`src/rtl/alm_config_loader_pkg.sv`:
```
// Shared definitions for the ALM_HF column configuration loader.
// Holds the loader state encoding and the per-tile chain-length constants.
package alm_config_loader_pkg;

  typedef enum logic [1:0] {
    ST_IDLE,
    ST_LOAD,
    ST_SHIFT,
    ST_DRAIN
  } state_e;

  localparam int unsigned CHAIN_BITS_PER_ALM = 60;
  localparam int unsigned CHAIN_BITS_PER_HF  = 10;

  // Total serial config bits for a column built from n_alm ALMs and n_hf HF tiles.
  function automatic int unsigned column_chain_len(input int unsigned n_alm,
                                                   input int unsigned n_hf);
    return n_alm * CHAIN_BITS_PER_ALM + n_hf * CHAIN_BITS_PER_HF;
  endfunction

endpackage

```
`src/rtl/alm_config_loader_serdes.sv`:
```
// Word-level serialiser/deserialiser for the config chain: shifts a word out
// LSB-first onto cfg_in and gathers the displaced cfg_out bits into a readback word.
module alm_cfg_serdes #(
  parameter int unsigned W  = 32,
  parameter int unsigned IW = $clog2(W)
) (
  input  logic          clk,
  input  logic          clear_async,
  input  logic          load_en,
  input  logic [W-1:0]  load_word,
  input  logic [IW-1:0] load_last_idx,
  input  logic          shift_en,
  input  logic          cfg_out,
  output logic          cfg_in,
  output logic [W-1:0]  rb_word,
  output logic          last_bit
);

  logic [W-1:0]  shift_q, shift_d;
  logic [W-1:0]  cap_q, cap_d;
  logic [IW-1:0] idx_q, idx_d;
  logic [IW-1:0] last_idx_q, last_idx_d;
  logic          bit_q, bit_d;
  logic [W-1:0]  cap_hit;

  assign last_bit = (idx_q == last_idx_q);

  for (genvar gi = 0; gi < W; gi++) begin : g_hit
    assign cap_hit[gi] = shift_en && (idx_q == IW'(gi));
  end

  always_comb begin
    shift_d    = shift_q;
    cap_d      = cap_q;
    idx_d      = idx_q;
    last_idx_d = last_idx_q;
    bit_d      = bit_q;
    if (load_en) begin
      // Bit 0 goes straight to the output flop; the rest waits in shift_q.
      shift_d    = load_word >> 1;
      bit_d      = load_word[0];
      cap_d      = '0;
      idx_d      = '0;
      last_idx_d = load_last_idx;
    end else if (shift_en) begin
      cap_d   = (cap_q & ~cap_hit) | (cap_hit & {W{cfg_out}});
      shift_d = shift_q >> 1;
      if (last_bit) begin
        bit_d = 1'b0;
      end else begin
        bit_d = shift_q[0];
        idx_d = idx_q + IW'(1);
      end
    end
  end

  always_ff @(posedge clk or posedge clear_async) begin
    if (clear_async) begin
      shift_q    <= '0;
      cap_q      <= '0;
      idx_q      <= '0;
      last_idx_q <= '0;
      bit_q      <= 1'b0;
    end else begin
      shift_q    <= shift_d;
      cap_q      <= cap_d;
      idx_q      <= idx_d;
      last_idx_q <= last_idx_d;
      bit_q      <= bit_d;
    end
  end

  assign cfg_in  = bit_q;
  assign rb_word = cap_q;

endmodule

```
`src/rtl/alm_config_loader.sv`:
```
// Loads a column of ALM_HF tiles through their serial config chain and streams
// the displaced chain contents back out as readback words.
module alm_config_loader
  import alm_config_loader_pkg::*;
#(
  parameter int unsigned CHAIN_LEN = column_chain_len(1, 1),
  parameter int unsigned W         = 32
) (
  input  logic         clk,
  input  logic         clear_async,
  input  logic         start,
  output logic         busy,
  output logic         done,
  input  logic [W-1:0] in_data,
  input  logic         in_valid,
  output logic         in_ready,
  output logic [W-1:0] rb_data,
  output logic         rb_valid,
  input  logic         rb_ready,
  output logic         cfg_in,
  output logic         cfg_en,
  input  logic         cfg_out
);

  localparam int unsigned BLW = $clog2(CHAIN_LEN + 1);
  localparam int unsigned IW  = $clog2(W);

  state_e         state_q, state_d;
  logic [BLW-1:0] bits_left_q, bits_left_d;
  logic           busy_q, busy_d;
  logic           done_q, done_d;
  logic           in_ready_q, in_ready_d;
  logic           rb_valid_q, rb_valid_d;
  logic           cfg_en_q, cfg_en_d;

  logic           load_en;
  logic           last_bit;
  logic           rb_fire;
  logic [31:0]    bits_left_ext;
  logic [31:0]    n_ext;
  logic [IW-1:0]  load_last_idx;

  // The final word of a load may be shorter than W.
  assign bits_left_ext = 32'(bits_left_q);
  assign n_ext         = (bits_left_ext >= 32'(W)) ? 32'(W) : bits_left_ext;
  assign load_last_idx = IW'(n_ext - 32'd1);
  assign rb_fire       = rb_valid_q && rb_ready;

  alm_cfg_serdes #(
    .W  (W),
    .IW (IW)
  ) u_serdes (
    .clk           (clk),
    .clear_async   (clear_async),
    .load_en       (load_en),
    .load_word     (in_data),
    .load_last_idx (load_last_idx),
    .shift_en      (cfg_en_q),
    .cfg_out       (cfg_out),
    .cfg_in        (cfg_in),
    .rb_word       (rb_data),
    .last_bit      (last_bit)
  );

  always_comb begin
    state_d     = state_q;
    bits_left_d = bits_left_q;
    rb_valid_d  = rb_valid_q;
    cfg_en_d    = 1'b0;
    done_d      = 1'b0;
    load_en     = 1'b0;
    if (rb_fire) begin
      rb_valid_d = 1'b0;
    end
    unique case (state_q)
      ST_IDLE: begin
        if (start) begin
          state_d     = ST_LOAD;
          bits_left_d = BLW'(CHAIN_LEN);
        end
      end
      ST_LOAD: begin
        if (in_valid && in_ready_q) begin
          load_en     = 1'b1;
          bits_left_d = bits_left_q - BLW'(n_ext);
          cfg_en_d    = 1'b1;
          state_d     = ST_SHIFT;
        end
      end
      ST_SHIFT: begin
        if (last_bit) begin
          rb_valid_d = 1'b1;
          state_d    = (bits_left_q == '0) ? ST_DRAIN : ST_LOAD;
        end else begin
          cfg_en_d = 1'b1;
        end
      end
      ST_DRAIN: begin
        if (rb_fire) begin
          done_d  = 1'b1;
          state_d = ST_IDLE;
        end
      end
      default: state_d = ST_IDLE;
    endcase
    busy_d     = (state_d != ST_IDLE);
    // Only one readback word may be outstanding, so input waits for its handshake.
    in_ready_d = (state_d == ST_LOAD) && !rb_valid_d;
  end

  always_ff @(posedge clk or posedge clear_async) begin
    if (clear_async) begin
      state_q     <= ST_IDLE;
      bits_left_q <= '0;
      busy_q      <= 1'b0;
      done_q      <= 1'b0;
      in_ready_q  <= 1'b0;
      rb_valid_q  <= 1'b0;
      cfg_en_q    <= 1'b0;
    end else begin
      state_q     <= state_d;
      bits_left_q <= bits_left_d;
      busy_q      <= busy_d;
      done_q      <= done_d;
      in_ready_q  <= in_ready_d;
      rb_valid_q  <= rb_valid_d;
      cfg_en_q    <= cfg_en_d;
    end
  end

  assign busy     = busy_q;
  assign done     = done_q;
  assign in_ready = in_ready_q;
  assign rb_valid = rb_valid_q;
  assign cfg_en   = cfg_en_q;

endmodule

```
`config.mk`:
```
export PLATFORM = sky130hd
export DESIGN_NAME = alm_config_loader
export DESIGN_NICKNAME = d
export VERILOG_FILES = /design/src/rtl/alm_config_loader_pkg.sv /design/src/rtl/alm_config_loader_serdes.sv /design/src/rtl/alm_config_loader.sv
export SDC_FILE = /design/constraint.sdc
export NUM_CORES = 1
export LEC_CHECK = 0
export ABC_AREA = 1
export ABC_CLOCK_PERIOD_IN_PS = 6390
export CORE_MARGIN = 10
export CORE_UTILIZATION = 57
export DETAILED_ROUTE_END_ITERATION = 6
export GPL_ROUTABILITY_DRIVEN = 0
export PLACE_DENSITY = 0.83
export RECOVER_POWER = 50
export SYNTH_ARGS = -nofsm -noshare
export SYNTH_HDL_FRONTEND = slang
export SYNTH_SLANG_ARGS = --single-unit
```
`constraint.sdc`:
```
create_clock -name clk -period 6.39 [get_ports clk]
set_input_delay 0.9585 -clock clk [delete_from_list [all_inputs] [get_ports clk]]
set_output_delay 0.9585 -clock clk [all_outputs]
set_load 0.005 [all_outputs]
```
==> results.toml, run 1 <==
[outcome]
outcome = "complete, but fails checks"
failed_checks = "max-capacitance violations, max-slew violations"

[timing]
clock_skew_ns = 0.008672
slew-limit-headroom_pct = -39.99
final-setup-viol-count = 0
setup_repair_after_global_routing_missed_its_margin = "false"
timing.final.hold_violations = 0
period_needed_ns = 3.059
tightestPinTransition_ns = 2.100
setup_tns_ns = 0
timing_max_transition_violations_final = 89
maxClockFrequency_mhz = 326.9
period_share_pct = 47.87

[critical_path]
r2r_slack_ns = 3.64
path_max_fanout = 88
critical-path-slowest-cell = "sky130_fd_sc_hd__clkbuf_2"
worstSetupEndpointType = "async pin"
worst-r2r-cell-count = 7
cpPeakStageDelay_ns = 1.49
critical_path_class = "in2async"
startpoint_type = "input port"
worstReg2RegEnd = "u_serdes.shift_q[2]"
series_of_cell_instances_along_the_critical_path = "dlygate4sd3_1 > clkinvlp_2 > clkbuf_2"
r2r-start = "state_q[1]"
critPathRequiredTime_ns = 6.43
crit_arrival_ns = 3.10

[hold_path]
timing.hold.worst_endpoint = "u_serdes.shift_q[1]"
hold_path.startpoint = "u_serdes.shift_q[2]"
min_path_type = "reg2reg"
holdPathStages = 2

[detailed_routing]
detail_route.drc_violations = 0
detail-route-antenna-nets = 0
drt-initial-drc-count = 221
avgViaCountPerCell = 5.491
drt-pass1-iter-count = 4
routed-via-count = 3745
wire_length_per_cell_after_detailed_routing_um = 14.71
postRouteWirelength_um = 10030

[synthesis]
synth_cells = 515
synth_seq_area_share_pct = 50.63
ys.warnings.count = 0
syn-cell-area_um2 = 4349
area_contributors_post_synth = "sky130_fd_sc_hd__dfrtp_1 51%, sky130_fd_sc_hd__nand2_1 8.4%, sky130_fd_sc_hd__inv_1 6.8%, sky130_fd_sc_hd__o221ai_1 5.4%, sky130_fd_sc_hd__o21ai_0 5.2%"
synthesis.nets = 565
synth.ff_latch_count = 88
synth.avg_cell_area_um2 = 8.445
synth_top_cell_by_area = "sky130_fd_sc_hd__dfrtp_1"
synth_top_area_share_pct = 50.63
yosysUniqueCellTypes = 30

[layout]
area_overhead_of_the_layout_relative_to_synthesis_pct = 23.27
final_common_cell = "sky130_fd_sc_hd__nand2_1"
layout.filler_cells = 530
drive_gt1_share_pct = 5.489
antenna_cells_inserted = 0
fin_nets = 629
final_cell_mix = "97 x sky130_fd_sc_hd__nand2_1, 88 x sky130_fd_sc_hd__dfrtp_1, 78 x sky130_fd_sc_hd__inv_1, 63 x sky130_fd_sc_hd__clkdlybuf4s50_1, 45 x sky130_fd_sc_hd__o21ai_0"
layout.cell_area.non_filler_um2 = 5361

[die]
die_w_um = 107.4
placementRows = 31
die_height_um = 107.4
floorplan.initialDensity_pct = 59.33
core_area_um2 = 7331
top_level_ports = 76
die_area_um2 = 11520

[placement]
placed_cell_area_um2 = 5122
place_hpwl_um = 7119
port_buffers = 75

[flow_run]
drv_cap = 1

[grt]
grt_antenna_before_repair = 0
largest_net_degree_at_the_start_of_global_routing = 89
via_count_of_the_first_global_routing_pass = 3798
total_routing_usage_reported_by_global_routing_pct = 17.98
grt_pass1_wl_um = 17320
globalRouteOverflowTotal = 0

[cts]
cts_buffers = 9
cts-hold-fix-buffers = 0
cts.sink_count = 88
cts_root_buffer = "sky130_fd_sc_hd__clkbuf_8"
cts_htree_levels = 3
clk_latency_ns = 0.35
cts_tree = "built"
cts_resized = 0
cts_setup_buffers = 0
clkTransAtPathRegs_ns = 0.09
clockBufferDepth = 2

[power]
ir_drop_mv = 0.2310
power.density_cell_area_nw_per_um2 = 377.2
power_leakage_uw = 0.002429
## sequential cells by signal, summed over array words and instances, names as in the netlist
signal and cells:
busy 1, u_serdes.idx_q 5, rb_valid 1, u_serdes.rb_word 32, u_serdes.last_idx_q 5, u_serdes.shift_q 31, state_q 2, in_ready 1
done 1, u_serdes.cfg_in 1, bits_left_q 7, cfg_en 1
## critical path, delay by kind of cell
kind / cells / cell delay (ns)
buffers and inverters: 3 / 2.09
## routing by layer
layer / routed length (um) / up-vias / GRT usage, %
met1: 4255 / 1812 / 21.83
met2: 5073 / 87 / 30.58
met3: 531 / 16 / 3.772
met4: 170 / 0 / 6.966
met5: 0 / - / 0
li1: - / 1830 / -
## synth_stat cells (all sizes together)
master / n
o211ai: 3
a21boi: 1
buf: 12
inv: 83
nand2: 102
dfrtp: 88
clkbuf: 11
nand4: 9
o221ai: 27
o21ai: 45
a21oi: 36
xnor2: 2
ha: 12
nand3b: 1
nor4: 1
o22ai: 2
nand3: 40
xor2: 2
nor2: 34
a31oi: 1
conb: 1
or2: 1
nor3b: 1
## worst max path at each step
stage,cells past startpoint,slack [ns],startpoint,to
2_1_floorplan,1,3.15,clear_async,bits_left_q[0]
3_3_place_gp,6,3.22,in_valid,u_serdes.idx_q[1]
3_5_place_dp,6,3.09,in_valid,u_serdes.shift_q[2]
4_1_cts,6,3.49,in_valid,u_serdes.shift_q[2]
5_1_grt,3,2.90,clear_async,u_serdes.shift_q[20]
6_report,3,3.33,clear_async,u_serdes.shift_q[0]
## stage by stage
step	setup slack [ns]	total power (uW)	instances	utilization (%)	hold slack, ns
floorplan	3.153	1351	515	-	0.4524
global placement	3.217	1532	667	69.88	0.4779
detailed placement	3.086	1568	667	69.88	0.4944
CTS	3.489	2034	682	73.17	0.5145
global route	2.902	2178	682	73.14	0.5560
finish	3.331	2022	682	73.14	0.5133
## cells by family after synthesis
group                    after synthesis  share of synthesized area, %
AO/OA/AOI/OAI                        115                         15.97
adder cells (fa/ha/maj)               12                         3.452
XOR/XNOR                               4                        0.8057
AND/OR/NAND/NOR                      189                         19.36
other                                  1                       0.08622
flip-flops                            88                         50.63
buffers and inverters                106                         9.695
## report_power, final
group | internal [uW] | switching [uW]
logic | 292 | 464
clock network | 269 | 194
registers | 720 | 84.1
## area by class of cell
cell class	instances	area, um^2	area share, %
timing repair buffer	76	755.7	14.10
clock inverter	5	103.9	1.937
multi-input combinational	321	1725	32.18
inverter	83	312.8	5.834
clock buffer	10	137.6	2.567
sequential	88	2202	41.07
tap	99	123.9	2.310
Power figures use the tool's default switching activity.
==> run 2: changes to the inputs <==
--- a/config.mk
+++ b/config.mk
@@ -6,12 +6,12 @@
 export NUM_CORES = 1
 export LEC_CHECK = 0
 export ABC_AREA = 1
-export ABC_CLOCK_PERIOD_IN_PS = 6390
+export ABC_CLOCK_PERIOD_IN_PS = 2900
 export CORE_MARGIN = 10
-export CORE_UTILIZATION = 57
+export CORE_UTILIZATION = 53
 export DETAILED_ROUTE_END_ITERATION = 6
 export GPL_ROUTABILITY_DRIVEN = 0
-export PLACE_DENSITY = 0.83
+export PLACE_DENSITY = 0.78
 export RECOVER_POWER = 50
 export SYNTH_ARGS = -nofsm -noshare
 export SYNTH_HDL_FRONTEND = slang
==> constraint.sdc (replaced) <==
create_clock -name clk -period 2.9 [get_ports clk]
set_input_delay 0.435 -clock clk [delete_from_list [all_inputs] [get_ports clk]]
set_output_delay 0.435 -clock clk [all_outputs]
set_load 0.005 [all_outputs]
==> run 2 against run 1 <==
Effect of this change:
- the run still ends with max-capacitance violations, max-slew violations left
- sequential share of layout area decreased by 0.067 points
- combinational power increased by 120%
- critical path depth up 6
- non-clock buffer count increased by 5
- sequential power grew 120%
- register-to-register slack worse by 2.8 ns
- clock skew increased by 0.0035 ns
- cell count grew 1.3%
- critical endpoint is now bits_left_q[2]
- largest cell class unchanged
- largest power group unchanged
==> results.toml, run 2 (same netlist as run 1, synthesis figures left out) <==
[outcome]
failed_checks = "max-capacitance violations, max-slew violations"
outcome = "complete, but fails checks"

[timing]
clock_skew_ns = 0.01213
timing.final.hold_violations = 0
timing_max_transition_violations_final = 42
period_share_pct = 71.25
maxClockFrequency_mhz = 483.9
slew-limit-headroom_pct = -27.34
tightestPinTransition_ns = 1.900
setup_repair_after_global_routing_missed_its_margin = "false"
final-setup-viol-count = 0
period_needed_ns = 2.066
setup_tns_ns = 0

[layout]
area_overhead_of_the_layout_relative_to_synthesis_pct = 23.48
largest_register_ffs = 32
fin_nets = 634
final_common_cell = "sky130_fd_sc_hd__nand2_1"
drive_gt1_share_pct = 5.772
antenna_cells_inserted = 0
layout.filler_cells = 643
final_cell_mix = "97 x sky130_fd_sc_hd__nand2_1, 88 x sky130_fd_sc_hd__dfrtp_1, 78 x sky130_fd_sc_hd__inv_1, 59 x sky130_fd_sc_hd__clkdlybuf4s50_1, 45 x sky130_fd_sc_hd__o21ai_0"

[placement]
port_buffers = 75
place_hpwl_um = 7432

[critical_path]
critPathRequiredTime_ns = 3.16
critical_path_class = "reg2reg"
path_max_fanout = 11
critical-path-slowest-cell = "sky130_fd_sc_hd__clkbuf_1"
series_of_cell_instances_along_the_critical_path = "inv_1 > ha_1 > nand3_1 > clkbuf_1 > o21ai_0 > nand2_1 > inv_1 > o21ai_0 > inv_1"
worst-r2r-cell-count = 9
r2r_slack_ns = 0.83
startpoint_type = "flip-flop"
worstReg2RegEnd = "bits_left_q[2]"
r2r-start = "state_q[1]"
worstSetupEndpointType = "flip-flop"
crit_arrival_ns = 2.32
cp_common_cell = "sky130_fd_sc_hd__inv_1"
cpPeakStageDelay_ns = 0.39

[grt]
largest_net_degree_at_the_start_of_global_routing = 55
total_routing_usage_reported_by_global_routing_pct = 16.60
grt_antenna_before_repair = 0
grt_pass1_wl_um = 17680
via_count_of_the_first_global_routing_pass = 3746
globalRouteOverflowTotal = 0

[die]
die_height_um = 110.6
core_area_um2 = 7848
floorplan.initialDensity_pct = 55.42
die_w_um = 110.6
placementRows = 32
die_area_um2 = 12230
top_level_ports = 76

[power]
power_leakage_uw = 0.002454
ir_drop_mv = 0.4849
fin_total_pwr_uw = 4322
power.density_cell_area_nw_per_um2 = 804.9

[hold_path]
timing.hold.worst_endpoint = "u_serdes.shift_q[0]"
min_path_type = "reg2reg"
hold_path.startpoint = "u_serdes.shift_q[1]"
holdPathStages = 2

[cts]
cts_tree = "built"
cts_setup_buffers = 0
cts_buffers = 9
clk_latency_ns = 0.36
cts_htree_levels = 3
clkTransAtPathRegs_ns = 0.09
clockBufferDepth = 2
cts-hold-fix-buffers = 0
cts_root_buffer = "sky130_fd_sc_hd__clkbuf_8"
cts_resized = 0
cts.sink_count = 88

[detailed_routing]
wire_length_per_cell_after_detailed_routing_um = 14.84
detail-route-antenna-nets = 0
detail_route.drc_violations = 0
drt-initial-drc-count = 182
avgViaCountPerCell = 5.399
routed-via-count = 3731
drt-pass1-iter-count = 5
postRouteWirelength_um = 10250

[flow_run]
drv_cap = 1
[run 2: cell count changes in the layout (fill, tap and decap cells not counted), sizes merged]
| cell | previous run | this run |
|---|---|---|
| clkdlybuf4s50 | 63 | 59 |
| dlygate4sd3 | 12 | 16 |
| clkinvlp | 1 | 2 |
| inv | 83 | 84 |
| buf | 0 | 5 |
| bufinv | 3 | 1 |
| clkbuf | 11 | 12 |
[run 2: how the worst max path moves through the flow]
stage	to	start	cells after the start	slack [ns]
6_report	bits_left_q[2]	state_q[1]	9	0.83
5_1_grt	bits_left_q[2]	state_q[1]	9	0.61
4_1_cts	u_serdes.shift_q[28]	state_q[1]	7	0.96
3_5_place_dp	u_serdes.shift_q[28]	in_valid	6	0.89
3_3_place_gp	u_serdes.cfg_in	in_valid	7	0.97
2_1_floorplan	bits_left_q[0]	clear_async	1	0.19
[run 2: final cells by class]
| type | instances | area (um^2) | share of cell area (%) |
|---|---|---|---|
| clock buffers | 11 | 141.4 | 2.633 |
| clock inverters | 5 | 63.81 | 1.188 |
| inverters | 83 | 312.8 | 5.825 |
| multi-input cells | 321 | 1705 | 31.76 |
| flip-flops and latches | 88 | 2202 | 41.01 |
| well taps | 102 | 127.6 | 2.377 |
| repair buffers | 81 | 817.0 | 15.21 |
[run 2: stage by stage]
step                hold WS [ns]  area [um^2]  util (%)  std cells  worst slack [ns]
floorplan                 0.4524         4349         -        515            0.1864
detailed placement        0.4802         5189     66.12        675            0.8851
global placement          0.4798         5189     66.12        675            0.9734
finish                    0.5129         5370     68.43        691            0.8336
global route              0.5309         5370     68.43        691            0.6124
CTS                       0.5043         5394     68.73        691            0.9579
[run 2: metal layers]
metal,track usage [%],vias to the layer above,part of all wire [%]
met5,0,-,0
met4,4.145,0,0.95
met3,4.268,7,6.2
met2,28.01,117,50
met1,20.60,1771,43
li1,-,1836,-
[run 2: report_power, final]
group	total, uW	switching [uW]	leakage (uW)	internal, uW
Sequential	1760	181	0.00115	1580
Combinational	1670	1010	0.00120	662
Clock	886	455	0.000101	430
[run 2: critical path: cells and delay by family (launching register included)]
kind                     cells  cell delay [ns]
AO/OA/AOI/OAI                2             0.31
buffers and inverters        4             0.63
AND/OR/NAND/NOR              2             0.39
flip-flops                   1             0.38
adder cells (fa/ha/maj)      1             0.27
==> run 3: changes to the inputs <==
--- a/config.mk
+++ b/config.mk
@@ -6,7 +6,7 @@
 export NUM_CORES = 1
 export LEC_CHECK = 0
 export ABC_AREA = 1
-export ABC_CLOCK_PERIOD_IN_PS = 2900
+export ABC_CLOCK_PERIOD_IN_PS = 2050
 export CORE_MARGIN = 10
 export CORE_UTILIZATION = 53
 export DETAILED_ROUTE_END_ITERATION = 6
==> constraint.sdc (replaced) <==
create_clock -name clk -period 2.05 [get_ports clk]
set_input_delay 0.3075 -clock clk [delete_from_list [all_inputs] [get_ports clk]]
set_output_delay 0.3075 -clock clk [all_outputs]
set_load 0.005 [all_outputs]
==> run 3 against run 2 <==
Effect of this change:
- the flow now finishes without violations
- wire length up 0.62%
- critical path depth shrank 8
- combinational power increased by 49%
- worst setup slack got worse by 0.57 ns
- worst hold slack worse by 0.019 ns
- clock skew down 0.0057 ns
- global-route usage shrank 0.59 points
- first-iteration DRC count down 27%
- total power up 44%
- register-to-register slack got worse by 0.55 ns
- final area is 1.7% higher
- sequential power increased by 42%
==> results.toml, run 3 (same netlist as run 1, synthesis figures left out) <==
[die]
top_level_ports = 76
placementRows = 32
die_area_um2 = 12230
floorplan.initialDensity_pct = 55.42
core_area_um2 = 7848
die_height_um = 110.6
die_w_um = 110.6

[critical_path]
cpPeakStageDelay_ns = 0.57
path_max_fanout = 9
worstSetupEndpointType = "output pin"
critical-path-slowest-cell = "sky130_fd_sc_hd__clkdlybuf4s50_1"
crit_buf_inv = 1
critPathRequiredTime_ns = 1.74
startpoint_type = "flip-flop"
crit_arrival_ns = 1.48
critical_path_class = "reg2out"
series_of_cell_instances_along_the_critical_path = "clkdlybuf4s50_1"
cp_top_family = "buffers and inverters"

[timing]
slew-limit-headroom_pct = 18.50
setup_repair_after_global_routing_missed_its_margin = "false"
setup_tns_ns = 0
period_share_pct = 87.21
tightestPinTransition_ns = 1.216
worst_slack_ns = 0.2623
final-setup-viol-count = 0
timing.final.hold_violations = 0
period_needed_ns = 1.788
clock_skew_ns = 0.006406
timing_max_transition_violations_final = 0
maxClockFrequency_mhz = 559.4

[detailed_routing]
drt-initial-drc-count = 132
postRouteWirelength_um = 10320
wire_length_per_cell_after_detailed_routing_um = 14.82
routed-via-count = 3714
drt-pass1-iter-count = 4
detail-route-antenna-nets = 0
avgViaCountPerCell = 5.336
detail_route.drc_violations = 0

[layout]
final_core_util_pct = 69.60
layout.filler_cells = 645
fin_nets = 639
final_common_cell = "sky130_fd_sc_hd__nand2_1"
multiInputGateArea_um2 = 1705
area_overhead_of_the_layout_relative_to_synthesis_pct = 25.58
largest_register_ffs = 32
final_cell_mix = "97 x sky130_fd_sc_hd__nand2_1, 88 x sky130_fd_sc_hd__dfrtp_1, 78 x sky130_fd_sc_hd__inv_1, 58 x sky130_fd_sc_hd__clkdlybuf4s50_1, 45 x sky130_fd_sc_hd__o21ai_0"
layout.area.seq_um2 = 2202
antenna_cells_inserted = 0
drive_gt1_share_pct = 6.902
instances_no_fill = 696

[grt]
via_count_of_the_first_global_routing_pass = 3673
grt_antenna_before_repair = 0
globalRouteOverflowTotal = 0
total_routing_usage_reported_by_global_routing_pct = 16.01
grt_pass1_wl_um = 17060
largest_net_degree_at_the_start_of_global_routing = 39

[placement]
placedCellCount = 680
place_hpwl_um = 7477
worst_case_setup_slack_after_placement_ns = 0.2976
port_buffers = 75

[cts]
clockBufferDepth = 2
cts_buffers = 9
cts_resized = 0
clkTransAtPathRegs_ns = 0.09
cts-hold-fix-buffers = 0
cts_htree_levels = 3
cts_setup_buffers = 0
cts.sink_count = 88
cts_root_buffer = "sky130_fd_sc_hd__clkbuf_8"
cts_tree = "built"
clk_latency_ns = 0.36

[hold_path]
min_path_type = "reg2reg"

[power]
power.density_cell_area_nw_per_um2 = 1140
power_leakage_uw = 0.002501
ir_drop_mv = 0.5204

[flow_run]
drv_cap = 0

[outcome]
outcome = "finished, final reports clean"
==> run 3: worst register-to-register path, delay by kind of cell (launching register included) <==
| kind | cells | cell delay [ns] |
|---|---|---|
| AOI/OAI and AO/OA | 1 | 0.15 |
| adders and majority gates | 1 | 0.28 |
| buffers and inverters | 2 | 0.31 |
| DFF | 1 | 0.41 |
| and+or+nand+nor | 2 | 0.50 |
==> run 3: where the power goes <==
part,switching (uW),internal [uW],total (uW)
sequential,262,2240,2500
clock,638,600,1240
combinational,1450,1030,2490
==> run 3: path summary, 6_finish.rpt <==
path	from	end	slack, ns	depth (start not counted)
max	cfg_en	cfg_en	0.26	1
min	u_serdes.shift_q[1]	u_serdes.shift_q[0]	0.49	2
max reg2reg	state_q[1]	u_serdes.shift_q[5]	0.28	6
min in group asynchronous	clear_async	u_serdes.rb_word[21]	0.64	2
min reg2reg	u_serdes.shift_q[1]	u_serdes.shift_q[0]	0.49	2
max in group asynchronous	clear_async	u_serdes.shift_q[19]	0.69	3
==> run 3: cell type report <==
type | instances | area share, %
Inverter | 83 | 5.727
Sequential cell | 88 | 40.32
Tap cell | 102 | 2.337
Timing Repair Buffer | 86 | 16.63
Clock inverter | 6 | 1.237
Multi-Input combinational cell | 321 | 31.23
Clock buffer | 10 | 2.520
==> run 3: metal layers <==
layer	part of all wire, %	track usage (%)	routed length (um)
met3	4.6	3.458	479
met5	0	0	0
met1	44	18.88	4591
met2	50	27.78	5131
met4	1.1	5.872	114
==> run 3: stage by stage <==
step / power (uW) / area (um^2) / hold WS, ns
after floorplan: 4210 / 4353 / 0.4285
after global placement: 4957 / 5279 / 0.4733
after detailed placement: 5065 / 5279 / 0.4749
after CTS: 6309 / 5484 / 0.3666
after global routing: 6677 / 5461 / 0.5275
final: 6226 / 5461 / 0.4936
